$ cat config.mk
export PLATFORM = sky130hd
export DESIGN_NAME = cam_clk_sequencer_flat
export DESIGN_NICKNAME = d
export VERILOG_FILES = /design/src/rtl/cam_pkg.sv /design/src/rtl/cam_clk_sequencer_if.sv /design/src/rtl/delay_counter.sv /design/src/rtl/cam_clk_sequencer.sv /design/src/flat_wrapper.sv
export SDC_FILE = /design/constraint.sdc
export NUM_CORES = 1
export LEC_CHECK = 0
export CAP_MARGIN = 20
export CORE_ASPECT_RATIO = 0.6
export CORE_MARGIN = 1.5
export CORE_UTILIZATION = 53
export CTS_BUF_LIST = sky130_fd_sc_hd__clkbuf_16
export DETAILED_ROUTE_END_ITERATION = 10
export GPL_TIMING_DRIVEN = 1
export PLACE_DENSITY_LB_ADDON = 0.1
export SLEW_MARGIN = 20
export SYNTH_ARGS = -nofsm -noshare
export SYNTH_HDL_FRONTEND = slang
export SYNTH_SLANG_ARGS = --single-unit
$ cat constraint.sdc
create_clock -name clk100mhz -period 2.26 [get_ports clk100mhz]
set_input_delay 0.678 -clock clk100mhz [delete_from_list [all_inputs] [get_ports clk100mhz]]
set_output_delay 0.678 -clock clk100mhz [all_outputs]
set_load 0.02 [all_outputs]
$ cat src/rtl/cam_pkg.sv
// Shared definitions for the OV7670 camera bring-up path: sequencer state
// encoding, default timing constants and the camera pin set per state.
package cam_pkg;

  typedef enum logic [2:0] {
    ST_IDLE  = 3'd0,
    ST_PWDN  = 3'd1,
    ST_XCLK  = 3'd2,
    ST_RST   = 3'd3,
    ST_BOOT  = 3'd4,
    ST_CFG   = 3'd5,
    ST_READY = 3'd6,
    ST_FAIL  = 3'd7
  } cam_state_e;

  // Default timings in 100 MHz cycles.
  localparam int unsigned DEF_T_PWDN   = 100_000;
  localparam int unsigned DEF_T_XCLK   = 10_000;
  localparam int unsigned DEF_T_RST    = 1_000;
  localparam int unsigned DEF_T_BOOT   = 100_000;
  localparam int unsigned DEF_T_CFG_TO = 50_000_000;
  localparam int unsigned DEF_CNT_W    = 26;

  typedef struct packed {
    logic xclk_en;
    logic cam_pwdn;
    logic cam_reset_n;
  } cam_pins_t;

  // Camera pin levels held while the sequencer sits in a given state.
  function automatic cam_pins_t pins_for(cam_state_e s);
    cam_pins_t p;
    case (s)
      ST_IDLE, ST_PWDN: p = '{xclk_en: 1'b0, cam_pwdn: 1'b1, cam_reset_n: 1'b0};
      ST_XCLK, ST_RST:  p = '{xclk_en: 1'b1, cam_pwdn: 1'b0, cam_reset_n: 1'b0};
      default:          p = '{xclk_en: 1'b1, cam_pwdn: 1'b0, cam_reset_n: 1'b1};
    endcase
    return p;
  endfunction

endpackage

$ cat src/rtl/cam_clk_sequencer_if.sv
// Control, handshake and camera-pin bundle between the sequencer (master)
// and its surroundings: user control, SCCB config engine and the pin drivers.
interface cam_clk_sequencer_if;
  logic       start;
  logic       restart;
  logic       cfg_done;
  logic       cfg_err;
  logic       xclk_en;
  logic       cam_pwdn;
  logic       cam_reset_n;
  logic       cfg_start;
  logic       ready;
  logic       error;
  logic [2:0] state_o;

  modport master (
    input  start, restart, cfg_done, cfg_err,
    output xclk_en, cam_pwdn, cam_reset_n, cfg_start, ready, error, state_o
  );

  modport slave (
    output start, restart, cfg_done, cfg_err,
    input  xclk_en, cam_pwdn, cam_reset_n, cfg_start, ready, error, state_o
  );
endinterface

$ cat src/rtl/delay_counter.sv
// Loadable down-counter: load takes priority, otherwise counts down and
// parks at zero. zero reflects the registered count.
module delay_counter #(
  parameter int unsigned W = 26
) (
  input  logic         clk100mhz,
  input  logic         rst_n,
  input  logic         load,
  input  logic [W-1:0] value,
  output logic         zero
);

  logic [W-1:0] cnt;

  always_ff @(posedge clk100mhz or negedge rst_n) begin
    if (!rst_n) begin
      cnt <= '0;
    end else if (load) begin
      cnt <= value;
    end else if (cnt != '0) begin
      cnt <= cnt - W'(1);
    end
  end

  assign zero = (cnt == '0);

endmodule

$ cat src/rtl/cam_clk_sequencer.sv
// OV7670 power-up sequencer: PWDN hold, XCLK start, reset pulse, boot wait,
// then SCCB config handshake with timeout. Restartable at runtime.
module cam_clk_sequencer
  import cam_pkg::*;
#(
  parameter int unsigned T_PWDN   = DEF_T_PWDN,
  parameter int unsigned T_XCLK   = DEF_T_XCLK,
  parameter int unsigned T_RST    = DEF_T_RST,
  parameter int unsigned T_BOOT   = DEF_T_BOOT,
  parameter int unsigned T_CFG_TO = DEF_T_CFG_TO,
  parameter int unsigned CNT_W    = DEF_CNT_W
) (
  input logic                 clk100mhz,
  input logic                 rst_n,
  cam_clk_sequencer_if.master bus
);

  cam_state_e       state, nxt;
  logic             cnt_load, cnt_zero;
  logic [CNT_W-1:0] cnt_value;
  cam_pins_t        pins;
  logic             cfg_start_r, ready_r, error_r;

  delay_counter #(.W(CNT_W)) u_delay (
    .clk100mhz (clk100mhz),
    .rst_n     (rst_n),
    .load      (cnt_load),
    .value     (cnt_value),
    .zero      (cnt_zero)
  );

  always_comb begin
    // NOTE: every signal gets a default before any branch, so no path leaves one unassigned (no latch).
    nxt       = state;
    cnt_load  = 1'b0;
    cnt_value = '0;
    if (bus.restart) begin
      nxt       = ST_PWDN;
      cnt_load  = 1'b1;
      cnt_value = CNT_W'(T_PWDN - 1);
    end else if (state != ST_IDLE && !bus.start) begin
      nxt = ST_IDLE;
    end else begin
      case (state)
        ST_IDLE: if (bus.start) begin
          nxt       = ST_PWDN;
          cnt_load  = 1'b1;
          cnt_value = CNT_W'(T_PWDN - 1);
        end
        ST_PWDN: if (cnt_zero) begin
          nxt       = ST_XCLK;
          cnt_load  = 1'b1;
          cnt_value = CNT_W'(T_XCLK - 1);
        end
        ST_XCLK: if (cnt_zero) begin
          nxt       = ST_RST;
          cnt_load  = 1'b1;
          cnt_value = CNT_W'(T_RST - 1);
        end
        ST_RST: if (cnt_zero) begin
          nxt       = ST_BOOT;
          cnt_load  = 1'b1;
          cnt_value = CNT_W'(T_BOOT - 1);
        end
        ST_BOOT: if (cnt_zero) begin
          nxt       = ST_CFG;
          cnt_load  = 1'b1;
          cnt_value = CNT_W'(T_CFG_TO - 1);
        end
        // An error beats a simultaneous done; a done on the last timeout cycle still counts.
        ST_CFG: begin
          if (bus.cfg_err)       nxt = ST_FAIL;
          else if (bus.cfg_done) nxt = ST_READY;
          else if (cnt_zero)     nxt = ST_FAIL;
        end
        default: ;
      endcase
    end
  end

  // Outputs decode the next state so they change on the same edge as state_o.
  always_ff @(posedge clk100mhz or negedge rst_n) begin
    if (!rst_n) begin
      state       <= ST_IDLE;
      pins        <= pins_for(ST_IDLE);
      cfg_start_r <= 1'b0;
      ready_r     <= 1'b0;
      error_r     <= 1'b0;
    end else begin
      // NOTE: non-blocking, so every register here samples the pre-edge state.
      state       <= nxt;
      pins        <= pins_for(nxt);
      cfg_start_r <= (nxt == ST_CFG) && (state != ST_CFG);
      ready_r     <= (nxt == ST_READY);
      if (nxt == ST_FAIL)      error_r <= 1'b1;
      else if (nxt == ST_PWDN) error_r <= 1'b0;
    end
  end

  assign bus.xclk_en     = pins.xclk_en;
  assign bus.cam_pwdn    = pins.cam_pwdn;
  assign bus.cam_reset_n = pins.cam_reset_n;
  assign bus.cfg_start   = cfg_start_r;
  assign bus.ready       = ready_r;
  assign bus.error       = error_r;
  assign bus.state_o     = state;

endmodule

$ cat src/flat_wrapper.sv
// flat-port wrapper written by rule: the top's interface ports become plain ports
module cam_clk_sequencer_flat import cam_pkg::*;
#(
  parameter int unsigned T_PWDN   = DEF_T_PWDN,
  parameter int unsigned T_XCLK   = DEF_T_XCLK,
  parameter int unsigned T_RST    = DEF_T_RST,
  parameter int unsigned T_BOOT   = DEF_T_BOOT,
  parameter int unsigned T_CFG_TO = DEF_T_CFG_TO,
  parameter int unsigned CNT_W    = DEF_CNT_W
)
  (clk100mhz, rst_n, bus_start, bus_restart, bus_cfg_done, bus_cfg_err, bus_xclk_en, bus_cam_pwdn, bus_cam_reset_n, bus_cfg_start, bus_ready, bus_error, bus_state_o);
  cam_clk_sequencer_if bus_i ();
  input logic clk100mhz;
  input logic rst_n;
  input wire logic [$bits(bus_i.start)-1:0] bus_start;
  input wire logic [$bits(bus_i.restart)-1:0] bus_restart;
  input wire logic [$bits(bus_i.cfg_done)-1:0] bus_cfg_done;
  input wire logic [$bits(bus_i.cfg_err)-1:0] bus_cfg_err;
  output wire logic [$bits(bus_i.xclk_en)-1:0] bus_xclk_en;
  output wire logic [$bits(bus_i.cam_pwdn)-1:0] bus_cam_pwdn;
  output wire logic [$bits(bus_i.cam_reset_n)-1:0] bus_cam_reset_n;
  output wire logic [$bits(bus_i.cfg_start)-1:0] bus_cfg_start;
  output wire logic [$bits(bus_i.ready)-1:0] bus_ready;
  output wire logic [$bits(bus_i.error)-1:0] bus_error;
  output wire logic [$bits(bus_i.state_o)-1:0] bus_state_o;
  assign bus_i.start = bus_start;
  assign bus_i.restart = bus_restart;
  assign bus_i.cfg_done = bus_cfg_done;
  assign bus_i.cfg_err = bus_cfg_err;
  assign bus_xclk_en = bus_i.xclk_en;
  assign bus_cam_pwdn = bus_i.cam_pwdn;
  assign bus_cam_reset_n = bus_i.cam_reset_n;
  assign bus_cfg_start = bus_i.cfg_start;
  assign bus_ready = bus_i.ready;
  assign bus_error = bus_i.error;
  assign bus_state_o = bus_i.state_o;
  cam_clk_sequencer #(.T_PWDN(T_PWDN), .T_XCLK(T_XCLK), .T_RST(T_RST), .T_BOOT(T_BOOT), .T_CFG_TO(T_CFG_TO), .CNT_W(CNT_W)) u_core (.clk100mhz(clk100mhz), .rst_n(rst_n), .bus(bus_i));
endmodule
==> results_dict.tcl, run 1 <==
set metrics [dict create \
    run_status "finished, final reports clean" \
    max_cap_viol_count 0 \
    multi_input_area_um2 1364 \
    top_usage_layer "met1" \
    min_path_type "primary input to asynchronous set/reset pin" \
    slowest_stage "dfrtp_1" \
    routed_wl_mm 6.789 \
    p_per_area_nw_per_um2 492.3 \
    drt_iter0_markers 249 \
    syn_area_um2 2221 \
    endpoint_kind "flop" \
    critPathTopFamily "simple AND/OR/NAND/NOR gates" \
    mostFrequentLayoutCell "buf_4" \
    critPathLaunchType "flop" \
    cpPeakStageDelay_ns 0.43 \
    setup_violations 0 \
    path_max_fanout 7 \
    hold_violations 0 \
    rsz0062_at_grt "true" \
    worst_pin_slew_ns 0.4448 \
    synth_nets 263 \
    clock_latency_ns 0.28 \
    crit_arrival_ns 2.45 \
    vdd_drop_max_mv 0.4867 \
    r2r_start "u_core.u_delay.cnt[0]" \
    insertedDiodeCount 0 \
    post-route-period-util_pct 99.88 \
    design_area_um2 3065 \
    crit_buf_inv 3 \
    p_leak_uw 0.001333 \
    cts.clk_slew.worst_paths_ns 0.05 \
    cp.required_ns 2.46 \
    die_h_um 53.14 \
    antenna_left 0 \
    cts_num_sinks 35 \
    setup_ws_ns 0.002731 \
    synth_largest_area_cell "dfrtp_1" \
    synth_top_area_share_pct 38.31 \
    syn_inst 256 \
    criticalPathCategory "flop to flop" \
    ys_top_cells_by_area "dfrtp_1 38%, nor2_1 4.7%, nand2_1 4.4%" \
    dr.pass1.iters 5 \
    ys_async_sr_fraction_pct 100.0 \
    drive_gt1_share_pct 32.10 \
    dpl-instance-area_um2 2733 \
    regArea_um2 877.1 \
    ys_warn_count 0 \
    nets 330 \
    synth_seq_cells 35 \
    gp_congestion 0.9037 \
    post-place-ws_ns -0.3749 \
    synth_seq_area_share_pct 39.49 \
    slew_headroom_pct 70.34 \
    clockBufferDepth 2 \
    port_buffers 14 \
    crit_chain "inv_2 > ha_4 > nor4b_4 > buf_4 > nand4_1 > or2_4 > buf_6 > a211oi_2 > a21oi_2 > a211oi_2" \
    use_met3_pct 10.30 \
    overflow 0 \
    row_count 17 \
    use_met1_pct 44.86 \
    slew_viol_final 0 \
    met2_usage_pct 38.28 \
    syn_area_per_cell_um2 8.675 \
    min_period_ns 2.257 \
    antenna_found_initial 0 \
    fmax_ghz 0.4430 \
    grt_pass1_vias 1988 \
    mostFrequentLayoutCells "56 x buf_4, 34 x dfrtp_1, 27 x nor2_1" \
    core-area_um2 3829 \
    grt_max_degree 36 \
    htree_levels 2 \
    start_util_pct 58.01 \
    cp_common_cell "a211oi_2" \
    ios 15 \
    ys.flop_type "dfrtp_1" \
    r2r_setup_slack_ns 0.003 \
    hold_ws_ns 0.4243 \
    fillers 252 \
    cts_root_buffer "clkbuf_16" \
    r2r-end "u_core.bus.error" \
    synth-edff-count 0 \
    skew_ns 0.003703 \
    wl_per_cell_um 18.30 \
    numCtsBuffers 5 \
    dp_hpwl_mm 4.514 \
    r2r_cells 10 \
    grt_use_total_pct 29.52 \
    synth_cell_type_count 60 \
    grt_first_pass_wirelength_mm 10.04 \
    via_per_inst 6.267 \
    die-width_um 86.57 \
    cts_tree "yes" \
    drc 0 \
    fp.dieArea_um2 4600 \
    vias 2325 \
    area_delta_synth_final_pct 38.03 \
]
==> layout make-up <==
type / count / area share [%]
well taps: 47 / 1.918
repair buffers: 73 / 19.39
clock buffers: 5 / 4.082
inverters: 9 / 1.102
clock inverters: 3 / 0.4082
multi-input cells: 199 / 44.49
flip-flops and latches: 35 / 28.61
==> synthesized netlist by cell type (2+ instances only) <==
library cell,n
clkbuf_1,7
nand4_1,7
nand3_1,10
a31oi_1,2
nand2b_1,3
o21a_1,3
o41ai_1,2
or2_1,2
a21oi_1,16
buf_1,2
and4_1,2
nor4_4,2
nand2_1,26
xnor2_1,6
buf_4,2
dfrtp_1,34
nor2_1,28
xor2_1,11
o21ai_1,5
o21ai_2,2
nor4_2,2
o31ai_1,6
a22oi_1,2
nor4_1,5
and3_1,2
inv_1,8
or3_1,4
buf_2,2
nor3_1,8
o21ai_0,12
a211oi_1,4
==> power breakdown <==
group,internal (uW),switching (uW)
combinational,97.9,108
sequential,640,18.4
clock,398,248
==> worst reg2reg max path, cell delays in order, from the launching register on <==
cell,delay (ns)
dfrtp_1,0.43
inv_2,0.11
ha_4,0.14
nor4b_4,0.18
buf_4,0.19
nand4_1,0.19
or2_4,0.33
buf_6,0.14
a211oi_2,0.26
a21oi_2,0.09
a211oi_2,0.13
==> registers in the layout, indices dropped and copies added (netlist names) <==
register	count
u_core.bus.cam_pwdn	1
u_core.bus.cam_reset_n	1
u_core.bus.cfg_start	1
u_core.bus.error	1
u_core.bus.ready	1
u_core.bus.state_o	3
u_core.bus.xclk_en	1
u_core.u_delay.cnt	26
==> how the worst max path moves through the flow <==
stage | start | end | slack (ns) | cells after the start
2_1_floorplan | u_core.u_delay.cnt[0] | u_core.u_delay.cnt[5] | 0.05 | 10
3_3_place_gp | bus_cfg_err | u_core.u_delay.cnt[9] | -0.32 | 9
3_5_place_dp | bus_cfg_err | u_core.u_delay.cnt[9] | -0.37 | 9
4_1_cts | bus_cfg_err | u_core.u_delay.cnt[9] | 0.004 | 9
5_1_grt | u_core.u_delay.cnt[0] | u_core.bus.error | -0.12 | 10
6_report | u_core.u_delay.cnt[0] | u_core.bus.error | 0.003 | 10
==> layer usage <==
metal	share of wire, %	vias to the layer above
li1	-	1063
met1	46	1084
met2	40	160
met3	12	18
met4	2.1	0
met5	0	-
==> per-stage QoR <==
| stage | total power, uW | utilization (%) | cells | TNS (ns) |
|---|---|---|---|---|
| global placement | 834.4 | 71.37 | 353 | -3.751 |
| finish | 1509 | 80.07 | 371 | 0 |
| global route | 1550 | 80.07 | 371 | -0.7713 |
| CTS | 1481 | 75.33 | 361 | 0 |
| floorplan | 752.7 | - | 256 | 0 |
| detailed placement | 836.8 | 71.37 | 353 | -4.783 |
==> cell families after synthesis <==
logic type / share of synthesized area [%]
flops: 39.49
compound gates: 18.14
simple gates: 30.42
fa+ha+maj: 0.5633
xor+xnor: 6.704
buf+inv: 4.676
==> what timing repair did <==
item / 4_1_cts / 5_1_grt
buffers inserted: 0 / 10
pin swaps: 2 / 14
gates cloned: 0 / 1
endpoints found under the setup margin: 12 / 31
resized for setup: 4 / 26
hold buffers: 0 / 0
No activity file was read; power rests on OpenSTA's default activity.
==> inputs of run 2 (changes only) <==
--- a/config.mk
+++ b/config.mk
@@ -6,9 +6,10 @@
 export NUM_CORES = 1
 export LEC_CHECK = 0
 export CAP_MARGIN = 20
-export CORE_ASPECT_RATIO = 0.6
+export CELL_PAD_IN_SITES_DETAIL_PLACEMENT = 0
+export CELL_PAD_IN_SITES_GLOBAL_PLACEMENT = 1
 export CORE_MARGIN = 1.5
-export CORE_UTILIZATION = 53
+export CORE_UTILIZATION = 40
 export CTS_BUF_LIST = sky130_fd_sc_hd__clkbuf_16
 export DETAILED_ROUTE_END_ITERATION = 10
 export GPL_TIMING_DRIVEN = 1
==> results_dict.tcl, run 2 (synthesis results as in run 1) <==
set metrics [dict create \
    cts_tree "yes" \
    drt_iter0_markers 114 \
    endpoint_kind "flop" \
    cpPeakStageDelay_ns 0.39 \
    crit_arrival_ns 2.45 \
    slew_headroom_pct 68.19 \
    mostFrequentLayoutCell "buf_4" \
    rsz0062_at_grt "true" \
    grt_first_pass_wirelength_mm 11.05 \
    start_util_pct 42.40 \
    htree_levels 2 \
    p_comb_share_pct 13.0 \
    via_per_inst 5.478 \
    clock_latency_ns 0.28 \
    nets 340 \
    fmax_ghz 0.4426 \
    die-width_um 77.52 \
    path_max_fanout 6 \
    antenna_found_initial 0 \
    min_period_ns 2.259 \
    switchingPower_uw 385.9 \
    routed_wl_mm 6.753 \
    p_leak_uw 0.001391 \
    dr.pass1.iters 4 \
    worst_pin_slew_ns 0.4728 \
    min_path_type "primary input to asynchronous set/reset pin" \
    final_util_pct 61.47 \
    cts_root_buffer "clkbuf_16" \
    grt_use_total_pct 23.65 \
    multi_input_area_um2 1354 \
    fp.dieArea_um2 6009 \
    slowest_stage "dfrtp_1" \
    criticalPathCategory "flop to flop" \
    insertedDiodeCount 0 \
    mostFrequentLayoutCells "63 x buf_4, 34 x dfrtp_1, 26 x nor2_1" \
    regMostFlops "u_core.u_delay.cnt" \
    hold_violations 0 \
    max_cap_viol_count 0 \
    finalSetupTns_ns 0 \
    crit_chain "inv_2 > ha_2 > nor4b_4 > buf_4 > buf_6 > and4_4 > a211oi_4 > nor4_2 > nand2b_4 > inv_2 > a211oi_2" \
    critPathLaunchType "flop" \
    skew_ns 0.002803 \
    vias 2213 \
    overflow 0 \
    p_int_uw 1259 \
    port_buffers 14 \
    regArea_um2 877.1 \
    clockBufferDepth 2 \
    hold_ws_ns 0.4355 \
    drc 0 \
    grt_max_degree 36 \
    area_delta_synth_final_pct 44.96 \
    cts.clk_slew.worst_paths_ns 0.06 \
    cp.required_ns 2.45 \
    largest_register_ffs 26 \
    post-route-period-util_pct 99.97 \
    p_per_area_nw_per_um2 511.0 \
    drive_gt1_share_pct 35.63 \
    slew_viol_final 0 \
    fillers 464 \
    switching_share_pct 23.46 \
    core-area_um2 5238 \
    run_status "finished, final reports clean" \
    clock_power_share_pct 47.2 \
    vdd_drop_max_mv 0.3718 \
    row_count 26 \
    wl_per_cell_um 16.72 \
    numCtsBuffers 5 \
    cts_num_sinks 35 \
    antenna_left 0 \
    setup_violations 0 \
    die_h_um 77.52 \
    gp_congestion 0.8624 \
    dp_hpwl_mm 4.985 \
    grt_pass1_vias 2159 \
    total_power_uw 1645 \
    ios 15 \
    p_seq_share_pct 39.8 \
    cp_common_cell "inv_2" \
]
-- run 2: changes by cell type in the layout (fill, tap and decap cells not counted), moves of 2 or more --
cell,previous run,this run
buf_12,0,2
buf_4,56,63
nand2_1,25,23
nand2_2,1,3
o21ai_1,6,2
o21ai_2,2,4
o31ai_1,6,3
o31ai_2,0,3
-- run 2: power groups by stage --
| stage | clock network [uW] | logic, uW | registers [uW] |
|---|---|---|---|
| 2_1_floorplan | 0 | 87.7 | 665 |
| 3_3_place_gp | 0 | 189 | 665 |
| 3_5_place_dp | 0 | 190 | 665 |
| 4_1_cts | 786 | 197 | 654 |
| 5_1_grt | 819 | 235 | 657 |
| 6_report | 776 | 213 | 655 |
-- run 2: final timing paths --
kind / cells past startpoint / slack, ns / to / start
setup / recovery: 11 / 0.0006 / u_core.u_delay.cnt[9] / u_core.u_delay.cnt[0]
hold / removal: 2 / 0.44 / u_core.u_delay.cnt[22] / rst_n
setup reg to reg: 11 / 0.0006 / u_core.u_delay.cnt[9] / u_core.u_delay.cnt[0]
hold reg to reg: 2 / 0.55 / u_core.u_delay.cnt[1] / u_core.u_delay.cnt[1]
max in group asynchronous: 2 / 1.48 / u_core.bus.cam_pwdn / rst_n
min in group clk100mhz: 2 / 0.55 / u_core.u_delay.cnt[1] / u_core.u_delay.cnt[1]
-- run 2: final cells by class --
cell class	count	area share (%)
multi-input cells	198	42.05
flip-flops and latches	35	27.24
repair buffers	84	21.84
clock buffers	5	3.887
well taps	70	2.721
clock inverters	3	1.205
inverters	9	1.049
-- run 2: metrics by stage --
| step | instances | cell area (um2) | worst slack (ns) |
|---|---|---|---|
| after floorplan | 256 | 2221 | 0.04835 |
| after global placement | 384 | 2834 | -0.3830 |
| after detailed placement | 384 | 2834 | -0.4734 |
| after CTS | 395 | 3043 | 0.004270 |
| after global routing | 404 | 3219 | -0.1460 |
| final | 404 | 3219 | 0.0006080 |
-- run 2: per-layer routing --
layer	share of wire (%)	GRT usage [%]	wire (um)
met5	0	0	0
met4	0.87	4.364	59
met3	3.3	4.000	225
met2	51	41.05	3432
met1	45	31.13	3036
-- run 2: critical path, delay by kind of cell (launching register included) --
family / cells / cell delay, ns
flops: 1 / 0.39
fa+ha+maj: 1 / 0.18
compound gates: 2 / 0.26
simple gates: 4 / 0.98
buf+inv: 4 / 0.37
-- run 2: repair_timing --
item                       CTS  global route
hold buffers                 0             0
setup endpoints to repair   12            25
pin swaps                    3            12
resized for setup            4            28
setup buffers                3            11
